$ cat src/rtl/puerto_salida_fifo.sv
// Memory-mapped output port: CPU stores into a 4-word address window are queued
// as {port, data} entries and presented to a consumer over a valid/ready handshake.
module puerto_salida_fifo #(
  parameter logic [15:0] BASE_ADDR = 16'hFF00,
  parameter int          DEPTH     = 4
) (
  input  logic                       clk,
  input  logic                       reset,
  input  logic                       we,
  input  logic [15:0]                direcciones,
  input  logic [15:0]                datos,
  output logic                       out_valid,
  input  logic                       out_ready,
  output logic [15:0]                out_data,
  output logic [1:0]                 out_port,
  output logic                       full,
  output logic                       empty,
  output logic [$clog2(DEPTH):0]     count,
  output logic                       overflow
);

  localparam int AW = (DEPTH > 1) ? $clog2(DEPTH) : 1;
  localparam int CW = $clog2(DEPTH) + 1;
  localparam logic [CW-1:0] DEPTH_C = CW'(DEPTH);

  logic [17:0]   storage [DEPTH];
  logic [AW-1:0] wr_ptr;
  logic [AW-1:0] rd_ptr;
  logic [CW-1:0] count_q;
  logic          overflow_q;

  logic hit;
  logic push;
  logic pop;

  assign full      = (count_q == DEPTH_C);
  assign empty     = (count_q == '0);
  assign out_valid = !empty;
  assign count     = count_q;
  assign overflow  = overflow_q;

  assign hit  = we && (direcciones[15:2] == BASE_ADDR[15:2]);
  assign pop  = out_valid && out_ready;
  // A pop frees a slot on the same edge, so a full FIFO can still accept.
  assign push = hit && (!full || pop);

  assign out_data = empty ? 16'h0000 : storage[rd_ptr][15:0];
  assign out_port = empty ? 2'b00    : storage[rd_ptr][17:16];

  always_ff @(posedge clk) begin
    if (push && !reset) begin
      storage[wr_ptr] <= {direcciones[1:0], datos};
    end
  end

  always_ff @(posedge clk) begin
    if (reset) begin
      wr_ptr     <= '0;
      rd_ptr     <= '0;
      count_q    <= '0;
      overflow_q <= 1'b0;
    end else begin
      if (push) begin
        wr_ptr <= wr_ptr + AW'(1);
      end
      if (pop) begin
        rd_ptr <= rd_ptr + AW'(1);
      end
      if (push && !pop) begin
        count_q <= count_q + CW'(1);
      end else if (pop && !push) begin
        count_q <= count_q - CW'(1);
      end
      if (hit && !push) begin
        overflow_q <= 1'b1;
      end
    end
  end

endmodule
$ cat config.mk
export PLATFORM = sky130hd
export DESIGN_NAME = puerto_salida_fifo
export DESIGN_NICKNAME = d
export VERILOG_FILES = /design/src/rtl/puerto_salida_fifo.sv
export SDC_FILE = /design/constraint.sdc
export NUM_CORES = 1
export LEC_CHECK = 0
export ABC_AREA = 1
export CAP_MARGIN = 15
export CORE_ASPECT_RATIO = 0.6
export CORE_UTILIZATION = 50
export CTS_BUF_LIST = sky130_fd_sc_hd__clkbuf_8 sky130_fd_sc_hd__clkbuf_16
export DETAILED_ROUTE_END_ITERATION = 16
export HOLD_SLACK_MARGIN = 0.05
export PLACE_DENSITY_LB_ADDON = 0.12
export SYNTH_ARGS = -nofsm -noshare
export SYNTH_HDL_FRONTEND = slang
export SYNTH_SLANG_ARGS = --single-unit
$ cat constraint.sdc
create_clock -name clk -period 6.5 [get_ports clk]
set_input_delay 1.95 -clock clk [delete_from_list [all_inputs] [get_ports clk]]
set_output_delay 1.95 -clock clk [all_outputs]
set_load 0.02 [all_outputs]
==> flow_summary.json <==
{
  "run_status": "finished, final reports clean",
  "start_util_pct": 53.92,
  "hp-class": "reg2reg",
  "drive_above_1_share_pct": 8.587,
  "dr.pass1.iters": 5,
  "drt_wl_total_um": 6717,
  "pin_count": 61,
  "switching_share_pct": 29.86,
  "htree_levels": 3,
  "antenna_cells": 0,
  "cpPeakStageDelay_ns": 0.84,
  "overflow": 0,
  "synth_nets": 338,
  "post-cts-setup-buffers": 0,
  "endpoint_kind": "output port",
  "grt_pass1_wl_um": 10780,
  "critical_path_class": "reg2out",
  "path_cells": "inv_4, nor2_1, o21ai_1, a21oi_1, clkdlybuf4s50_1",
  "worst_path_dominant_cell_family": "buffers and inverters",
  "cts.clk_slew.worst_paths_ns": 0.06,
  "critical_path.slowest_cell": "dfxtp_1",
  "slew_headroom_pct": 29.96,
  "drv_cap": 0,
  "die_area_um2": 7203,
  "nNetsFinal": 399,
  "clock_latency_ns": 0.33,
  "die_x_um": 108.9,
  "wire_per_inst_um": 15.09,
  "core-area_um2": 6359,
  "setup_viol": 0,
  "drtIter0Drc": 149,
  "clkPwrFrac_pct": 34.0,
  "ant_nets": 0,
  "yosys.area.top_type": "edfxtp_1",
  "internal_power_w": 0.001159,
  "seq_area_um2": 2362,
  "fin_crit_sh_pct": 68.79,
  "layout.cells.non_filler": 445,
  "critPathRequiredTime_ns": 4.55,
  "finalSetupTns_ns": 0,
  "worstMarginPinSlew_ns": 1.050,
  "synthCells": 296,
  "grt_max_degree": 38,
  "clock_sinks": 82,
  "critPathMaxFanout": 19,
  "slew_viol_final": 0,
  "yosys-top-cells-area": "edfxtp_1, nor2_1, dfxtp_1, o21ai_1, a21oi_1",
  "io_buffers": 60,
  "routed_via_density": 5.101,
  "ctsResizeCount": 0,
  "fillers": 459,
  "yosys.cell_types.count": 22,
  "crit_buf_inv": 2,
  "track_usage_pct": 21.12,
  "ys.warnings.count": 0,
  "rsz0062_at_grt": "false",
  "synth_area_um2": 3428,
  "place_ws_ns": 2.232,
  "ys_ff_latch": 82,
  "fin_skew_ns": 0.005884,
  "critical_path_arrival_ns": 2.52,
  "vias": 2270,
  "synth_top_area_share_pct": 63.07,
  "cts_buffers": 9,
  "avgSynthCellArea_um2": 11.58,
  "p_leak_nw": 1.568,
  "yosysSeqAreaShare_pct": 68.91,
  "cts_tree": "yes",
  "place_congestion": 0.7806,
  "clock_path_buffers": 2,
  "finalHoldViolCount": 0,
  "cts_root_buffer": "clkbuf_16",
  "min_period_ns": 4.471,
  "drcViolationCount": 0,
  "power_frac_comb_pct": 29.6,
  "start_kind": "flop",
  "whs_ns": 0.4562,
  "grt_pass1_vias": 2192,
  "pwr_density_cell_nw_per_um2": 376.9,
  "placedCellCount": 430,
  "antenna_found_initial": 0,
  "setup_ws_ns": 2.029,
  "multi_input_area_um2": 877.1,
  "rows": 22,
  "area_growth_pct": 27.88,
  "seqPwrFrac_pct": 36.4,
  "ir_worst_vdd_mv": 0.2375,
  "fmax_ghz": 0.2236,
  "die_y_um": 66.14,
  "cts_hold_buffers": 0,
  "dp_hpwl_um": 4177,
  "switchingPower_w": 0.0004935
}
power groups by stage:
stage	logic (W)	clock network, W	registers (W)
global placement	0.000484	0	0.000613
finish	0.000489	0.000562	0.000602
floorplan	0.000285	0	0.000615
CTS	0.000492	0.000564	0.000602
detailed placement	0.000489	0	0.000613
global route	0.000534	0.000590	0.000605
final timing paths:
kind / startpoint / slack, ns / cells past startpoint / end
min reg2reg: overflow$_SDFFE_PP0P_ / 0.46 / 2 / overflow$_SDFFE_PP0P_
max reg2reg: count[2]$_SDFFE_PP0P_ / 4.26 / 11 / count[2]$_SDFFE_PP0P_
max: flop / 2.03 / 5 / out_data[1]
min: overflow$_SDFFE_PP0P_ / 0.46 / 2 / overflow$_SDFFE_PP0P_
area by class of cell:
type / instances / area share [%]
Clock inverter: 6 / 2.454
Inverter: 23 / 2.083
Timing Repair Buffer: 62 / 14.04
Sequential cell: 82 / 53.88
Multi-Input combinational cell: 179 / 20.01
Clock buffer: 9 / 5.137
Tap cell: 84 / 2.397
registers in the layout, summed over array words and instances, names as in the netlist, named ones only:
name and count:
count 3, overflow 1, rd_ptr 2, storage 72, wr_ptr 2
cell families (layout without fill, tap and decap cells):
| group | count (synthesis) | count (layout) | synth area share [%] |
|---|---|---|---|
| AND/OR/NAND/NOR | 106 | 106 | 13.39 |
| flip-flops | 82 | 82 | 68.90 |
| AO/OA/AOI/OAI | 67 | 67 | 9.781 |
| buffers and inverters | 35 | 100 | 5.511 |
| adder cells (fa/ha/maj) | 6 | 6 | 2.409 |
cells in the final DEF, fill, tap and decap left out, types with 2 or more instances in the layout:
cell type	netlist	routed
a21oi_1	26	26
buf_4	0	2
bufinv_16	0	3
clkbuf_16	0	9
clkdlybuf4s50_1	0	60
dfxtp_1	10	10
edfxtp_1	72	72
ha_1	5	5
inv_1	20	21
inv_4	2	2
nand2_1	12	12
nand3_1	3	3
nor2_1	78	78
nor2_2	7	7
o21ai_0	11	11
o21ai_1	30	30
layer usage:
metal / part of all wire, % / track usage [%] / up-vias
met5: 0 / 0 / -
met4: 0.98 / 6.926 / 0
met3: 6.5 / 6.305 / 7
met2: 45 / 32.39 / 77
met1: 47 / 28.90 / 1054
li1: - / - / 1132
worst min-delay path: cells and delay by family, from the launching register on:
family	cells	cell delay [ns]
DFF	1	0.31
buffers and inverters	1	0.05
AOI/OAI and AO/OA	1	0.05
metrics by stage:
stage / instance area (um2) / utilization (%) / power (W)
final: 4384 / 68.95 / 0.001653
after global routing: 4384 / 68.95 / 0.001728
after CTS: 4384 / 68.95 / 0.001659
after detailed placement: 4051 / 63.72 / 0.001102
after global placement: 4051 / 63.72 / 0.001097
after floorplan: 3428 / - / 0.0008996
synth_stat cells:
cell,number
nor2_2,7
nand2_1,12
inv_1,20
dfxtp_1,10
o21ai_1,30
nand4_2,1
a21oi_1,26
ha_1,5
nor2_1,78
edfxtp_1,72
nand2_4,1
buf_2,6
fa_1,1
buf_6,6
inv_4,2
o21ai_0,11
nand3_1,3
nor2_4,1
nand3_2,1
inv_2,1
nor3_2,1
nand3b_1,1
No activity file was read; power rests on OpenSTA's default activity.
